**config.mk**
```make
export PLATFORM = sky130hd
export DESIGN_NAME = reset_sequencer
export DESIGN_NICKNAME = d
export VERILOG_FILES = /design/src/rtl/reset_seq_pkg.sv /design/src/rtl/sync_debounce.sv /design/src/rtl/reset_sequencer.sv
export SDC_FILE = /design/constraint.sdc
export NUM_CORES = 1
export LEC_CHECK = 0
export CAP_MARGIN = 20
export CORE_AREA = 4 4 96 98
export DETAILED_ROUTE_END_ITERATION = 12
export DIE_AREA = 0 0 100 102
export HOLD_SLACK_MARGIN = 0.03
export SETUP_SLACK_MARGIN = 0.05
export SYNTH_ARGS = -nofsm -noshare
export SYNTH_HDL_FRONTEND = slang
export SYNTH_SLANG_ARGS = --single-unit
```
**constraint.sdc**
```tcl
create_clock -name VGA_CLK -period 2.5 [get_ports VGA_CLK]
set_input_delay 0.5 -clock VGA_CLK [delete_from_list [all_inputs] [get_ports VGA_CLK]]
set_output_delay 0.5 -clock VGA_CLK [all_outputs]
set_load 0.005 [all_outputs]
```
**src/rtl/reset_seq_pkg.sv**
```systemverilog
// Shared types and helpers for the VGA-domain reset sequencer.
//   rs_state_t : sequencer FSM states
//   rs_cause_t : encoding of the last reset cause reported on the cause port
//   cnt_width  : bits needed to hold 0..max_count (never less than 1)
package reset_seq_pkg;

    typedef enum logic [1:0] {
        ASSERT,
        WAIT_LOCK,
        RELEASE,
        RUN
    } rs_state_t;

    typedef enum logic [1:0] {
        CAUSE_POR,
        CAUSE_LOCK,
        CAUSE_BTN,
        CAUSE_SW
    } rs_cause_t;

    function automatic int cnt_width(input int unsigned max_count);
        return (max_count < 1) ? 1 : int'($clog2(max_count + 1));
    endfunction

endpackage

```
**src/rtl/sync_debounce.sv**
```systemverilog
// Push-button conditioner: synchronises the asynchronous active-low button into VGA_CLK
// and reports a press once DEBOUNCE_CYCLES consecutive low samples have been seen.
// Ports:
//   VGA_CLK     in  sole clock
//   rst         in  synchronous active-high reset
//   btn_n       in  raw active-low push-button (asynchronous)
//   btn_pressed out debounced press, high while the button stays held
module sync_debounce
    import reset_seq_pkg::*;
#(
    parameter int unsigned SYNC_STAGES     = 2,
    parameter int unsigned DEBOUNCE_CYCLES = 65536
) (
    input  logic VGA_CLK,
    input  logic rst,
    input  logic btn_n,
    output logic btn_pressed
);

    localparam int DbW = cnt_width(DEBOUNCE_CYCLES);

    logic [SYNC_STAGES-1:0] btn_sync_q;
    logic [DbW-1:0]         low_cnt_q;

    always_ff @(posedge VGA_CLK) begin
        if (rst) begin
            // Synchroniser holds the released (high) level so reset never looks like a press.
            btn_sync_q <= '1;
            low_cnt_q  <= '0;
        end else begin
            btn_sync_q <= {btn_sync_q[SYNC_STAGES-2:0], btn_n};
            if (btn_sync_q[SYNC_STAGES-1]) begin
                low_cnt_q <= '0;
            end else if (low_cnt_q != DbW'(DEBOUNCE_CYCLES)) begin
                low_cnt_q <= low_cnt_q + 1'b1;
            end
        end
    end

    // Counter saturates at DEBOUNCE_CYCLES, so the press holds for as long as the button does.
    assign btn_pressed = (low_cnt_q == DbW'(DEBOUNCE_CYCLES));

endmodule

```
**src/rtl/reset_sequencer.sv**
```systemverilog
// Reset controller for the VGA clock domain. Merges master reset, PLL lock, a debounced
// push-button and a software request, stretches any fault to at least STRETCH_CYCLES,
// waits for LOCK_STABLE cycles of lock, then releases NUM_STAGES resets in order
// (stage 0 first) STAGE_GAP cycles apart.
// Ports:
//   VGA_CLK in  sole clock
//   rst     in  synchronous active-high master reset
//   locked  in  PLL lock (asynchronous)
//   btn_n   in  active-low push-button (asynchronous)
//   sw_req  in  synchronous software reset request
//   rst_out out active-high stage resets, thermometer coded
//   ready   out high only while running
//   cause   out last reset cause (POR, LOCK_LOSS, BUTTON, SOFTWARE)
module reset_sequencer
    import reset_seq_pkg::*;
#(
    parameter int unsigned NUM_STAGES      = 3,
    parameter int unsigned SYNC_STAGES     = 2,
    parameter int unsigned STRETCH_CYCLES  = 1024,
    parameter int unsigned LOCK_STABLE     = 256,
    parameter int unsigned STAGE_GAP       = 16,
    parameter int unsigned DEBOUNCE_CYCLES = 65536
) (
    input  logic                  VGA_CLK,
    input  logic                  rst,
    input  logic                  locked,
    input  logic                  btn_n,
    input  logic                  sw_req,
    output logic [NUM_STAGES-1:0] rst_out,
    output logic                  ready,
    output logic [1:0]            cause
);

    localparam int unsigned MaxAB  = (STRETCH_CYCLES > LOCK_STABLE) ? STRETCH_CYCLES
                                                                     : LOCK_STABLE;
    localparam int unsigned MaxAll = (MaxAB > STAGE_GAP) ? MaxAB : STAGE_GAP;
    localparam int          CntW   = cnt_width(MaxAll - 1);
    localparam int          IdxW   = cnt_width(NUM_STAGES - 1);

    rs_state_t              state_q;
    rs_cause_t              cause_q;
    logic [CntW-1:0]        cnt_q;
    logic [IdxW-1:0]        idx_q;
    logic [NUM_STAGES-1:0]  rst_out_q;
    logic                   ready_q;
    logic [SYNC_STAGES-1:0] lock_sync_q;

    logic      locked_s;
    logic      btn_pressed;
    logic      lock_fault;
    logic      fault;
    rs_cause_t fault_cause;

    always_ff @(posedge VGA_CLK) begin
        if (rst) begin
            lock_sync_q <= '0;
        end else begin
            lock_sync_q <= {lock_sync_q[SYNC_STAGES-2:0], locked};
        end
    end
    assign locked_s = lock_sync_q[SYNC_STAGES-1];

    sync_debounce #(
        .SYNC_STAGES     (SYNC_STAGES),
        .DEBOUNCE_CYCLES (DEBOUNCE_CYCLES)
    ) u_btn (
        .VGA_CLK     (VGA_CLK),
        .rst         (rst),
        .btn_n       (btn_n),
        .btn_pressed (btn_pressed)
    );

    // Loss of lock only counts once the pipeline has started coming out of reset.
    assign lock_fault  = ~locked_s & ((state_q == RELEASE) | (state_q == RUN));
    assign fault       = sw_req | btn_pressed | lock_fault;
    assign fault_cause = lock_fault  ? CAUSE_LOCK :
                         btn_pressed ? CAUSE_BTN  : CAUSE_SW;

    // rst_out while releasing: stages 0..idx are out of reset, the rest still held.
    function automatic logic [NUM_STAGES-1:0] release_mask(input logic [IdxW-1:0] idx);
        logic [NUM_STAGES-1:0] m;
        for (int unsigned s = 0; s < NUM_STAGES; s++) begin
            m[s] = (s > 32'(idx));
        end
        return m;
    endfunction

    // Outputs are loaded alongside the state they belong to, so they change on the same edge.
    always_ff @(posedge VGA_CLK) begin
        if (rst) begin
            state_q   <= ASSERT;
            cnt_q     <= '0;
            idx_q     <= '0;
            rst_out_q <= '1;
            ready_q   <= 1'b0;
            cause_q   <= CAUSE_POR;
        end else if (fault) begin
            // A held fault keeps cnt at 0, so the stretch restarts when the fault goes away.
            state_q   <= ASSERT;
            cnt_q     <= '0;
            idx_q     <= '0;
            rst_out_q <= '1;
            ready_q   <= 1'b0;
            cause_q   <= fault_cause;
        end else begin
            unique case (state_q)
                ASSERT: begin
                    if (cnt_q == CntW'(STRETCH_CYCLES - 1)) begin
                        state_q <= WAIT_LOCK;
                        cnt_q   <= '0;
                    end else begin
                        cnt_q <= cnt_q + 1'b1;
                    end
                end
                WAIT_LOCK: begin
                    if (!locked_s) begin
                        cnt_q <= '0;
                    end else if (cnt_q == CntW'(LOCK_STABLE - 1)) begin
                        state_q   <= RELEASE;
                        cnt_q     <= '0;
                        idx_q     <= '0;
                        rst_out_q <= release_mask('0);
                    end else begin
                        cnt_q <= cnt_q + 1'b1;
                    end
                end
                RELEASE: begin
                    if (cnt_q == CntW'(STAGE_GAP - 1)) begin
                        cnt_q <= '0;
                        if (idx_q == IdxW'(NUM_STAGES - 1)) begin
                            state_q   <= RUN;
                            rst_out_q <= '0;
                            ready_q   <= 1'b1;
                        end else begin
                            idx_q     <= idx_q + 1'b1;
                            rst_out_q <= release_mask(idx_q + 1'b1);
                        end
                    end else begin
                        cnt_q <= cnt_q + 1'b1;
                    end
                end
                RUN: begin
                    state_q <= RUN;
                end
                default: begin
                    state_q <= ASSERT;
                end
            endcase
        end
    end

    assign rst_out = rst_out_q;
    assign ready   = ready_q;
    assign cause   = cause_q;

endmodule

```
# After elaboration in Yosys (flattened, before gate mapping)
# Index checks and enable logic that the tools add are counted.
# word_totals
input_bits	5
wordCells	66
register_bits	41
# classes
order_cmp	2
n_eq_ne	15
add_sub_neg	3
bitwise	5
muxes	23
reduce_logical	9
# op_table
cell	n
2-to-1 mux 10 bit	4
case mux 10 bit (3 select lines)	1
2-to-1 mux 2 bit	10
adder 17 x 1 -> 17 bit, second input constant	1
equality test 17 bit, second input constant	1
inequality test 17 bit, second input constant	1
2-to-1 mux 3 bit	4
adder 10 x 1 -> 10 bit, second input constant	1
equality test 10 bit, second input constant	1
equality test 10 x 4 -> 1 bit, second input constant	1
equality test 10 x 8 -> 1 bit, second input constant	1
AND reduction 5 bit	2
inequality test 2 bit, second input constant	4
case mux 2 bit (4 select lines)	1
equality test 2 bit, second input constant	3
case mux 3 bit (2 select lines)	1
inequality test 2 x 1 -> 1 bit, second input constant	2
case mux 2 bit (2 select lines)	1
AND reduction 4 bit	1
OR reduction 2 bit	2
bitwise OR 1 bit	3
AND reduction 3 bit	1
nonzero test 3 bit	1
adder 2 x 1 -> 2 bit, second input constant	1
8 further kinds	8

# Longest topological paths before layout
# Gate-level depths: netlist (run 1).
# logic_depth
word_depth	5
mapped_depth	8
ltp_nobuf	7

# Modules after synthesis
# From an unflattened synthesis (run 1), not the netlist that was laid out.
# unflattened
hier_cells	251
hier_area_um2	2168.3
# by_module_without_submodules
module	area_each_um2	n_inst	cells_each	seq_area_each_um2
reset_sequencer	1266.2	1	151	440.4
sync_debounce	902.1	1	100	380.4

# Worst setup path after synthesis (run 1)
# Ideal clock, no wire load.
# synth_timing
path_type	reg-to-reg
startpoint	reg state_q[0]
endpoint	reg cnt_q[3]
required_ns	2.426
path_buffers	0
slack_ns	0.478
arrival_time_ns	1.947
setup_time_ns	0.074
path_stages_with_launch	8
cell_sequence	dfxtp_1 inv_1 ha_1 and3b_1 a31o_2 a22o_2 or4_1 a31oi_1
# synth_via
elab_chain_len	5
# synth_lines
element	line	text
start, declared	reset_sequencer.sv:40	rs_state_t state_q;
start signal, assigned	reset_sequencer.sv:91	state_q <= ASSERT;
start signal, assigned	reset_sequencer.sv:99	state_q <= ASSERT;
start signal, assigned	reset_sequencer.sv:109	state_q <= WAIT_LOCK;
equality test 2 bit (on tied branches)	reset_sequencer.sv:74, reset_sequencer.sv:106	
bitwise OR 1 bit	reset_sequencer.sv:74	assign lock_fault = ~locked_s & ((state_q == RELEASE) | (state_q == RUN));
bitwise AND 1 bit	reset_sequencer.sv:74	
bitwise OR 1 bit	reset_sequencer.sv:75	assign fault = sw_req | btn_pressed | lock_fault;
OR reduction 2 bit (no source line)	-	
end signal, assigned	reset_sequencer.sv:112	cnt_q <= cnt_q + 1'b1;
end signal, assigned	reset_sequencer.sv:124	cnt_q <= cnt_q + 1'b1;
end signal, assigned	reset_sequencer.sv:139	cnt_q <= cnt_q + 1'b1;
end, declared	reset_sequencer.sv:42	logic [CntW-1:0] cnt_q;
# Several ways; a longest one is shown, not always the timed one.
# A chain may end at the register's enable or synchronous reset.

# Worst setup path after layout (run 1)
# Same ends and word-level chain as after synthesis.

==> results of run 1 <==
==> cells in the final DEF (no fill, tap or decap), drive strengths merged, types with 2 or more instances in the layout <==
master | synthesis | layout
nor4 | 7 | 7
or2 | 4 | 4
nand3b | 2 | 2
nor4b | 2 | 2
and3 | 5 | 5
o21ai | 10 | 10
or4 | 2 | 2
xor2 | 11 | 11
mux2i | 2 | 2
nand2 | 18 | 18
nand4 | 6 | 6
ha | 10 | 10
o41ai | 3 | 3
clkdlybuf4s50 | 0 | 10
a22oi | 3 | 3
dfxtp | 41 | 41
nand3 | 18 | 18
a31oi | 2 | 2
and3b | 2 | 2
nand2b | 3 | 3
nor2 | 29 | 29
nor3 | 3 | 3
o31ai | 4 | 4
clkbuf | 6 | 5
buf | 2 | 4
xnor2 | 7 | 7
a21boi | 2 | 2
a21oi | 11 | 11
inv | 8 | 8
nor2b | 3 | 3
==> power by group through the flow <==
stage	Sequential (mW)	Combinational [mW]	Clock [mW]
global route	0.666	0.0386	0.553
global placement	0.680	0.0345	0
floorplan	0.679	0.0171	0
CTS	0.665	0.0349	0.534
detailed placement	0.680	0.0347	0
finish	0.665	0.0340	0.515
==> routing by layer <==
| metal | part of all wire | routed length (um) | track usage | up-vias |
|---|---|---|---|---|
| met1 | 0.51 | 2101 | 0.1153 | 766 |
| li1 | - | - | - | 860 |
| met4 | 0.020 | 82 | 0.03834 | 0 |
| met3 | 0.029 | 117 | 0.01706 | 6 |
| met5 | 0 | 0 | 0 | - |
| met2 | 0.44 | 1790 | 0.1390 | 30 |
==> kinds of logic (layout without fill, tap and decap cells) <==
logic type / count (synthesis) / after routing / share of synthesized area
xor gates and xnor gates: 18 / 18 / 0.07744
buffers and inverters: 16 / 29 / 0.03380
adders and majority gates: 10 / 10 / 0.06146
and+or+nand+nor: 107 / 107 / 0.2698
DFF: 41 / 41 / 0.4032
AOI/OAI and AO/OA: 42 / 42 / 0.1444
muxes: 2 / 2 / 0.009834
==> per-stage QoR <==
| stage | power [mW] | instances | util | setup slack (ns) | area [um2] |
|---|---|---|---|---|---|
| floorplan | 0.6958 | 236 | - | 0.4783 | 2036 |
| global placement | 0.7144 | 350 | 0.2672 | 0.4154 | 2262 |
| detailed placement | 0.7148 | 350 | 0.2672 | 0.3659 | 2262 |
| CTS | 1.233 | 357 | 0.2795 | 0.3515 | 2366 |
| global route | 1.258 | 357 | 0.2795 | 0.1829 | 2366 |
| finish | 1.214 | 357 | 0.2795 | 0.3643 | 2366 |
==> state kept, by name, summed over array words and instances (netlist names) <==
signal	count
u_btn.low_cnt_q	17
cnt_q	10
rst_out	3
cause	2
idx_q	2
lock_sync_q	2
state_q	2
u_btn.btn_sync_q	2
ready	1
==> worst paths after layout <==
kind                                       endpoint  slack (ns)
worst max-delay path                       cnt_q[3]        0.36
worst max register to register             cnt_q[3]        0.36
worst min-delay path            u_btn.btn_sync_q[1]        0.41
worst min register to register  u_btn.btn_sync_q[1]        0.41
==> worst max-delay path, stage by stage (launching register included) <==
cell	delay (ns)
dfxtp_1	0.40
inv_1	0.09
ha_1	0.33
and3b_1	0.18
a31o_2	0.22
a22o_2	0.23
or4_1	0.47
a31oi_1	0.16
==> layout make-up <==
cell class	count	area (um2)
Fill cell	884	6100
Multi-Input combinational cell	179	1146
Sequential cell	41	820.8
Tap cell	108	135.1
Timing Repair Buffer	14	130.1
Clock buffer	5	68.82
Clock inverter	2	35.03
Inverter	8	30.03
==> results.py, run 1 <==
metrics = {
    "route": {
        "wl_mm": 4.091,
        "ant_nets": 0,
        "routed_via_density": 4.655,
        "vias": 1662,
        "routedWlPerCell_um": 11.46,
        "drc": 0,
        "drt-initial-drc-count": 103,
        "firstDrtPassIters": 4,
    },
    "global_routing": {
        "first_global_vias": 1580,
        "overflow": 0,
        "grt_use_total": 0.08735,
        "grt_pass1_wl_mm": 7.341,
        "antenna_found_initial": 0,
        "grt_max_degree": 18,
    },
    "synth": {
        "synth_nets": 251,
        "yosysMostFrequentCell": "dfxtp_1",
        "synth_enable_flop_cells": 0,
        "synth_area_um2": 2036,
        "synth_commonest_cells": "dfxtp_1, nor2_1, nand2_1, nand3_1",
        "synth_cell_types": 45,
        "yosys.area.top_type": "dfxtp_1",
        "synth.area.top_cells": "dfxtp_1, ha_1, nor2_1, xor2_1, nand3_1",
        "ys_async_sr_fraction": 0,
        "syn_area_per_cell_um2": 8.626,
        "yosysSeqAreaShare": 0.4032,
        "synth_seq_cells": 41,
        "synth_top_cell_area_share": 0.4032,
        "yosysWarnings": 0,
        "synthCells": 236,
        "synth_flop_cell": "dfxtp_1",
    },
    "power": {
        "p_switching_mw": 0.2460,
        "clock_power_share": 0.424,
        "p_leak_nw": 0.7949,
        "seq_power_share": 0.548,
        "peakVddDrop_uv": 163.9,
        "p_sw_frac": 0.2027,
        "cell_internal_pwr_mw": 0.9678,
        "comb_power_share": 0.028,
        "p_per_area_nw_per_um2": 513.0,
    },
    "setup_path": {
        "crit_start": "state_q[0]",
        "critical_path_class": "reg2reg",
        "critPathArrivalTime_ns": 2.36,
        "critPathLaunchType": "register",
        "critPathRequiredTime_ns": 2.72,
        "rr_startpoint": "state_q[0]",
        "critPathCaptureType": "register",
        "crit_fanout": 5,
        "reg2reg_depth": 7,
    },
    "sta": {
        "maxSlewViolCount": 0,
        "hold_viol_final": 0,
        "holdWs_ns": 0.4122,
        "setup_viol": 0,
        "setup_tns_ns": 0,
        "fin_crit_sh": 0.8543,
        "rsz0062_at_grt": "no",
        "worst_slew_pin_slew_ns": 0.6610,
        "maxClockFrequency_mhz": 468.2,
        "finalCriticalPeriod_ns": 2.136,
        "max-slew-margin-rel": 0.5553,
        "skew_ns": 0.007100,
    },
    "final_layout": {
        "final_nets": 264,
        "drive_gt1_frac": 0.08835,
        "area_growth_pct": 16.23,
        "diodes": 0,
    },
    "placed_design": {
        "dp_hpwl_mm": 2.967,
        "portBuffers": 10,
        "gp_congestion": 0.8603,
    },
    "clock_network": {
        "cts_buffer_depth": 2,
        "post_cts_resized": 0,
        "clkTransAtPathRegs_ns": 0.08,
        "cts_buffers": 5,
        "clkLatencyLatePin_ns": 0.29,
        "cts_max_level": 2,
        "cts.hold.buffers_added": 0,
        "cts_sinks": 41,
        "cts_setup_buffers": 0,
        "cts_root_buffer": "clkbuf_8",
        "cts_tree": "built",
    },
    "die": {
        "fp-row-count": 34,
        "die_x_um": 100,
        "num_io_pins": 11,
        "start_util": 0.2405,
        "die_area_um2": 10200,
        "core_area_um2": 8466,
        "die_h_um": 102,
    },
    "outcome": {
        "status": "finished, final reports clean",
    },
    "hold_path": {
        "hold_path.class": "reg2reg",
        "holdPathStages": 1,
        "min-delay-start": "u_btn.btn_sync_q[0]",
    },
    "run": {
        "drv_cap": 0,
    },
}
Note: power is estimated with default switching activity, not from simulation.
==> run 2, diff against run 1 <==
--- a/config.mk
+++ b/config.mk
@@ -5,10 +5,11 @@
 export SDC_FILE = /design/constraint.sdc
 export NUM_CORES = 1
 export LEC_CHECK = 0
+export ABC_AREA = 1
 export CAP_MARGIN = 20
-export CORE_AREA = 4 4 96 98
+export CORE_AREA = 4 4 98 100
 export DETAILED_ROUTE_END_ITERATION = 12
-export DIE_AREA = 0 0 100 102
+export DIE_AREA = 0 0 102 104
 export HOLD_SLACK_MARGIN = 0.03
 export SETUP_SLACK_MARGIN = 0.05
 export SYNTH_ARGS = -nofsm -noshare
==> run 2 against run 1 <==
Effect of this change:
- design area grew 3.0%
- fmax grew 18%
- combinational power grew 15%
- synthesized cell count grew 25%
- cell count grew 18%
- sequential power is essentially flat
- worst setup slack gained 0.33 ns
- die area grew 4.0%
- via count grew 9.0%
- worst hold slack lost 0.012 ns
- first-iteration DRC count shrank 4.9%
- total power shrank 6.3%
==> results.py, run 2 <==
metrics = {
    "synth": {
        "ys_async_sr_fraction": 0,
        "yosysMostFrequentCell": "inv_1",
        "synth.area.top_cells": "dfxtp_1, inv_1, nand2_1, a21oi_1, ha_1",
        "synth_nets": 311,
        "synth_enable_flop_cells": 0,
        "synth_top_cell_area_share": 0.3868,
        "synth_cell_types": 34,
        "synth_seq_cells": 41,
        "yosysSeqAreaShare": 0.3868,
        "synth_area_um2": 2122,
        "yosys.area.top_type": "dfxtp_1",
        "syn_area_per_cell_um2": 7.169,
        "synth_flop_cell": "dfxtp_1",
        "synth_commonest_cells": "inv_1, nand2_1, dfxtp_1",
        "synthCells": 296,
        "yosysWarnings": 0,
    },
    "die": {
        "die_h_um": 104,
        "fp-row-count": 34,
        "core_area_um2": 8678,
        "start_util": 0.2445,
        "num_io_pins": 11,
        "die_area_um2": 10610,
        "die_x_um": 102,
    },
    "power": {
        "seq_power_share": 0.584,
        "p_leak_nw": 1.027,
        "peakVddDrop_uv": 170.2,
        "p_per_area_nw_per_um2": 466.8,
        "cell_internal_pwr_mw": 0.8722,
        "comb_power_share": 0.035,
        "p_sw_frac": 0.2331,
        "p_switching_mw": 0.2650,
        "clock_power_share": 0.381,
    },
    "route": {
        "drt-initial-drc-count": 98,
        "top_layer": "met4",
        "routedWlPerCell_um": 9.620,
        "routed_via_density": 4.304,
        "routed-wl-met3_um": 91,
        "wl_mm": 4.050,
        "vias": 1812,
        "wl_met2_mm": 1.660,
        "met1_length_mm": 2.209,
        "firstDrtPassIters": 4,
        "ant_nets": 0,
        "drc": 0,
    },
    "sta": {
        "maxClockFrequency_mhz": 552.8,
        "worst_slew_pin_slew_ns": 0.3140,
        "setup_tns_ns": 0,
        "rsz0062_at_grt": "no",
        "holdWs_ns": 0.3999,
        "finalCriticalPeriod_ns": 1.809,
        "skew_ns": 0.007616,
        "maxSlewViolCount": 0,
        "timing.final.ws_setup_ns": 0.6910,
        "fin_crit_sh": 0.7236,
        "hold_viol_final": 0,
        "max-slew-margin-rel": 0.7887,
        "setup_viol": 0,
    },
    "final_layout": {
        "regMostFlops": "u_btn.low_cnt_q",
        "stdcell_area_um2": 2436,
        "final_common_cell": "inv_1",
        "multiInputGateArea_um2": 1077,
        "n_fill_cell": 966,
        "area_growth_pct": 14.80,
        "final_nets": 327,
        "final-seq-area_um2": 820.8,
        "largest_register_ffs": 17,
        "diodes": 0,
        "drive_gt1_frac": 0.09585,
        "layout_common_cells": "inv_1, nand2_1, dfxtp_1",
    },
    "clock_network": {
        "cts_tree": "built",
        "cts_buffer_depth": 2,
        "post_cts_resized": 0,
        "cts_root_buffer": "clkbuf_8",
        "cts_buffers": 5,
        "cts.hold.buffers_added": 0,
        "cts_max_level": 2,
        "clkTransAtPathRegs_ns": 0.09,
        "cts_sinks": 41,
        "cts_setup_buffers": 0,
        "clkLatencyLatePin_ns": 0.30,
    },
    "placed_design": {
        "portBuffers": 10,
        "place_area_um2": 2350,
        "dp_hpwl_mm": 3.083,
        "dpl_worst_slack_ns": 0.6238,
        "gp_congestion": 0.7678,
    },
    "setup_path": {
        "ff2ff_setup_slack_ns": 0.69,
        "critPathArrivalTime_ns": 2.06,
        "critPathLaunchType": "register",
        "crit_fanout": 11,
        "rr_startpoint": "state_q[0]",
        "reg2reg_depth": 11,
        "reg2reg_to": "cnt_q[9]",
        "crit_start": "state_q[0]",
        "critical_path_class": "reg2reg",
        "critPathCaptureType": "register",
        "endpoint": "cnt_q[9]",
        "critPathRequiredTime_ns": 2.75,
    },
    "global_routing": {
        "overflow": 0,
        "first_global_vias": 1679,
        "grt_max_degree": 16,
        "grt_use_total": 0.08096,
        "antenna_found_initial": 0,
        "grt_pass1_wl_mm": 7.107,
    },
    "hold_path": {
        "hold_path.class": "reg2reg",
        "holdPathStages": 2,
    },
    "run": {
        "drv_cap": 0,
    },
    "outcome": {
        "status": "finished, final reports clean",
    },
}
## run 2: power by group through the flow
stage / clock network, mW / logic [mW] / registers [mW]
after global placement: 0 / 0.0390 / 0.680
after floorplan: 0 / 0.0244 / 0.679
after CTS: 0.453 / 0.0399 / 0.664
after global routing: 0.474 / 0.0440 / 0.666
after detailed placement: 0 / 0.0398 / 0.680
final: 0.434 / 0.0392 / 0.664
## run 2: worst min-delay path by stage
stage	slack, ns	from	to
after floorplan	0.39	lock_sync_q[0]	lock_sync_q[1]
after global placement	0.39	u_btn.btn_sync_q[0]	u_btn.btn_sync_q[1]
after detailed placement	0.40	u_btn.btn_sync_q[0]	u_btn.btn_sync_q[1]
after CTS	0.41	lock_sync_q[0]	lock_sync_q[1]
after global routing	0.42	lock_sync_q[0]	lock_sync_q[1]
final	0.40	lock_sync_q[0]	lock_sync_q[1]
## run 2: per-stage QoR
stage	util	std cells	total power, mW
finish	0.2807	421	1.137
global route	0.2807	421	1.184
CTS	0.2807	421	1.158
detailed placement	0.2708	413	0.7195
global placement	0.2708	413	0.7186
floorplan	-	296	0.7035
## run 2: cell type report
cell class                      instances  share of cell area
Multi-Input combinational cell        198              0.4422
Clock buffer                            5             0.02825
Clock inverter                          3            0.007191
Timing Repair Buffer                   11             0.04417
Sequential cell                        41              0.3369
Tap cell                              108             0.05547
Inverter                               55             0.08577
## run 2: worst max-delay path, stage by stage, from the launching register on
cell and delay [ns]:
dfxtp_1 0.41, inv_1 0.08, ha_1 0.25, inv_1 0.16, a21oi_1 0.12, nor2_2 0.15
nand3_4 0.13, inv_2 0.19, nand2_1 0.08, nor2_1 0.08, nand2_1 0.06, inv_1 0.04
## run 2: metal layers
| metal | global-route usage | vias to the layer above |
|---|---|---|
| met5 | 0 | - |
| met1 | 0.1132 | 804 |
| li1 | - | 986 |
| met2 | 0.1147 | 15 |
| met4 | 0.03749 | 0 |
| met3 | 0.02079 | 7 |
## run 2: cells by family (layout without fill, tap and decap cells)
group,count (synthesis),in the layout,share of synthesized area
AND/OR/NAND/NOR,135,135,0.3072
adder cells (fa/ha/maj),10,10,0.05896
flip-flops,41,41,0.3868
AO/OA/AOI/OAI,52,52,0.1374
buffers and inverters,57,74,0.1055
XOR/XNOR,1,1,0.004128
==> run 3, diff against run 2 <==
==> constraint.sdc (replaced) <==
create_clock -name VGA_CLK -period 1.9 [get_ports VGA_CLK]
set_input_delay 0.38 -clock VGA_CLK [delete_from_list [all_inputs] [get_ports VGA_CLK]]
set_output_delay 0.38 -clock VGA_CLK [all_outputs]
set_load 0.005 [all_outputs]
==> run 3 against run 2 <==
Effect of this change:
- utilization up 0.46 points
- die area unchanged
- first-iteration DRC count increased by 5.1%
- largest cell class unchanged
- highest routed layer unchanged
==> results.py, run 3 (synthesis gave the netlist of run 2 again) <==
metrics = {
    "outcome": {
        "status": "finished, final reports clean",
    },
    "clock_network": {
        "cts_max_level": 2,
        "cts_buffer_depth": 2,
        "cts_sinks": 41,
        "clkTransAtPathRegs_ns": 0.08,
        "clkLatencyLatePin_ns": 0.30,
        "cts_setup_buffers": 0,
        "cts.hold.buffers_added": 0,
        "cts_tree": "built",
        "cts_buffers": 5,
        "cts_root_buffer": "clkbuf_8",
    },
    "die": {
        "die_x_um": 102,
        "die_area_um2": 10610,
        "fp-row-count": 34,
        "core_area_um2": 8678,
        "num_io_pins": 11,
        "start_util": 0.2445,
        "die_h_um": 104,
    },
    "sta": {
        "maxSlewViolCount": 0,
        "setup_tns_ns": 0,
        "hold_viol_final": 0,
        "fin_crit_sh": 0.9031,
        "worst_slew_pin_slew_ns": 0.3166,
        "setup_viol": 0,
        "rsz0062_at_grt": "no",
        "maxClockFrequency_mhz": 582.8,
        "max-slew-margin-rel": 0.7870,
        "skew_ns": 0.01420,
        "finalCriticalPeriod_ns": 1.716,
    },
    "final_layout": {
        "diodes": 0,
        "largest_register_ffs": 17,
        "final_nets": 329,
        "area_growth_pct": 16.69,
        "layout_common_cells": "inv_1, nand2_1, dfxtp_1",
        "drive_gt1_frac": 0.1238,
        "regMostFlops": "u_btn.low_cnt_q",
        "post-route-util": 0.2853,
        "final_common_cell": "inv_1",
    },
    "global_routing": {
        "grt_pass1_wl_mm": 7.576,
        "first_global_vias": 1811,
        "overflow": 0,
        "grt_max_degree": 16,
        "antenna_found_initial": 0,
        "grt_use_total": 0.08665,
    },
    "hold_path": {
        "hold_path.class": "reg2reg",
    },
    "route": {
        "routed_via_density": 4.383,
        "vias": 1854,
        "firstDrtPassIters": 4,
        "drc": 0,
        "wl_mm": 4.243,
        "routedWlPerCell_um": 10.03,
        "drt-initial-drc-count": 103,
        "ant_nets": 0,
    },
    "setup_path": {
        "critPathLaunchType": "register",
        "crit_start": "state_q[0]",
        "rr_startpoint": "state_q[0]",
        "critPathCaptureType": "register",
        "critPathRequiredTime_ns": 2.15,
        "critical_path_class": "reg2reg",
        "critPathArrivalTime_ns": 1.97,
        "endpoint": "cnt_q[9]",
        "ff2ff_setup_slack_ns": 0.18,
        "crit_fanout": 10,
        "reg2reg_depth": 12,
        "reg2reg_to": "cnt_q[9]",
    },
    "run": {
        "drv_cap": 0,
    },
    "power": {
        "p_leak_nw": 1.038,
        "peakVddDrop_uv": 357.8,
        "p_per_area_nw_per_um2": 605.0,
    },
    "placed_design": {
        "gp_congestion": 0.8560,
        "portBuffers": 10,
        "dp_hpwl_mm": 3.212,
    },
}
## run 3: cell count changes in the layout (fill, tap and decap cells not counted), sizes merged
cell	delta
buf	+2
## run 3: critical path: stages, from the launching register on
cell and delay, ns:
dfxtp_2 0.35, ha_1 0.29, inv_4 0.16, nand2_4 0.08, nor3_4 0.18, nand3_2 0.12, nor2_2 0.15, nand2_1 0.06
nand2_1 0.06, inv_1 0.04, nor2_1 0.09, nand2_1 0.05, inv_1 0.04
## run 3: where the power goes
group / switching [mW] / internal (mW)
Clock: 0.315 / 0.254
Combinational: 0.0269 / 0.0275
Sequential: 0.00600 / 0.868
## run 3: per-layer routing
metal  vias to the layer above  routed length [um]  GRT usage
li1                        990                   -          -
met1                       825                2099     0.1071
met2                        35                1908     0.1374
met3                         4                 174    0.02549
met4                         0                  61    0.03843
met5                         -                   0          0
## run 3: timing repair
item | CTS | global route
endpoints found under the setup margin | 0 | 17
gates resized for setup | 0 | 9
hold endpoints to repair | 0 | 0
## run 3: worst min-delay path by stage
stage          cells after the start                 from  slack (ns)             endpoint
6_report                           2       lock_sync_q[0]        0.41       lock_sync_q[1]
5_1_grt                            1  u_btn.btn_sync_q[0]        0.43  u_btn.btn_sync_q[1]
4_1_cts                            2       lock_sync_q[0]        0.41       lock_sync_q[1]
3_5_place_dp                       2       lock_sync_q[0]        0.40       lock_sync_q[1]
3_3_place_gp                       1  u_btn.btn_sync_q[0]        0.39  u_btn.btn_sync_q[1]
2_1_floorplan                      2       lock_sync_q[0]        0.39       lock_sync_q[1]
## run 3: stage by stage
step	instances	power [mW]	cell area [um2]	worst slack (ns)	hold slack, ns
after global placement	415	0.9472	2365	0.1858	0.3920
final	423	1.498	2476	0.1841	0.4131
after floorplan	296	0.9256	2122	0.3170	0.3883
after detailed placement	415	0.9487	2365	0.1104	0.4029
after CTS	423	1.525	2451	0.08874	0.4137
after global routing	423	1.571	2476	0.05802	0.4343
## run 3: layout make-up
cell class	instances	area (um2)
repair buffers	13	122.6
clock buffers	5	68.82
flip-flops and latches	41	823.3
fillers	981	6202
inverters	55	211.5
well taps	108	135.1
multi-input cells	198	1097
clock inverters	3	17.52
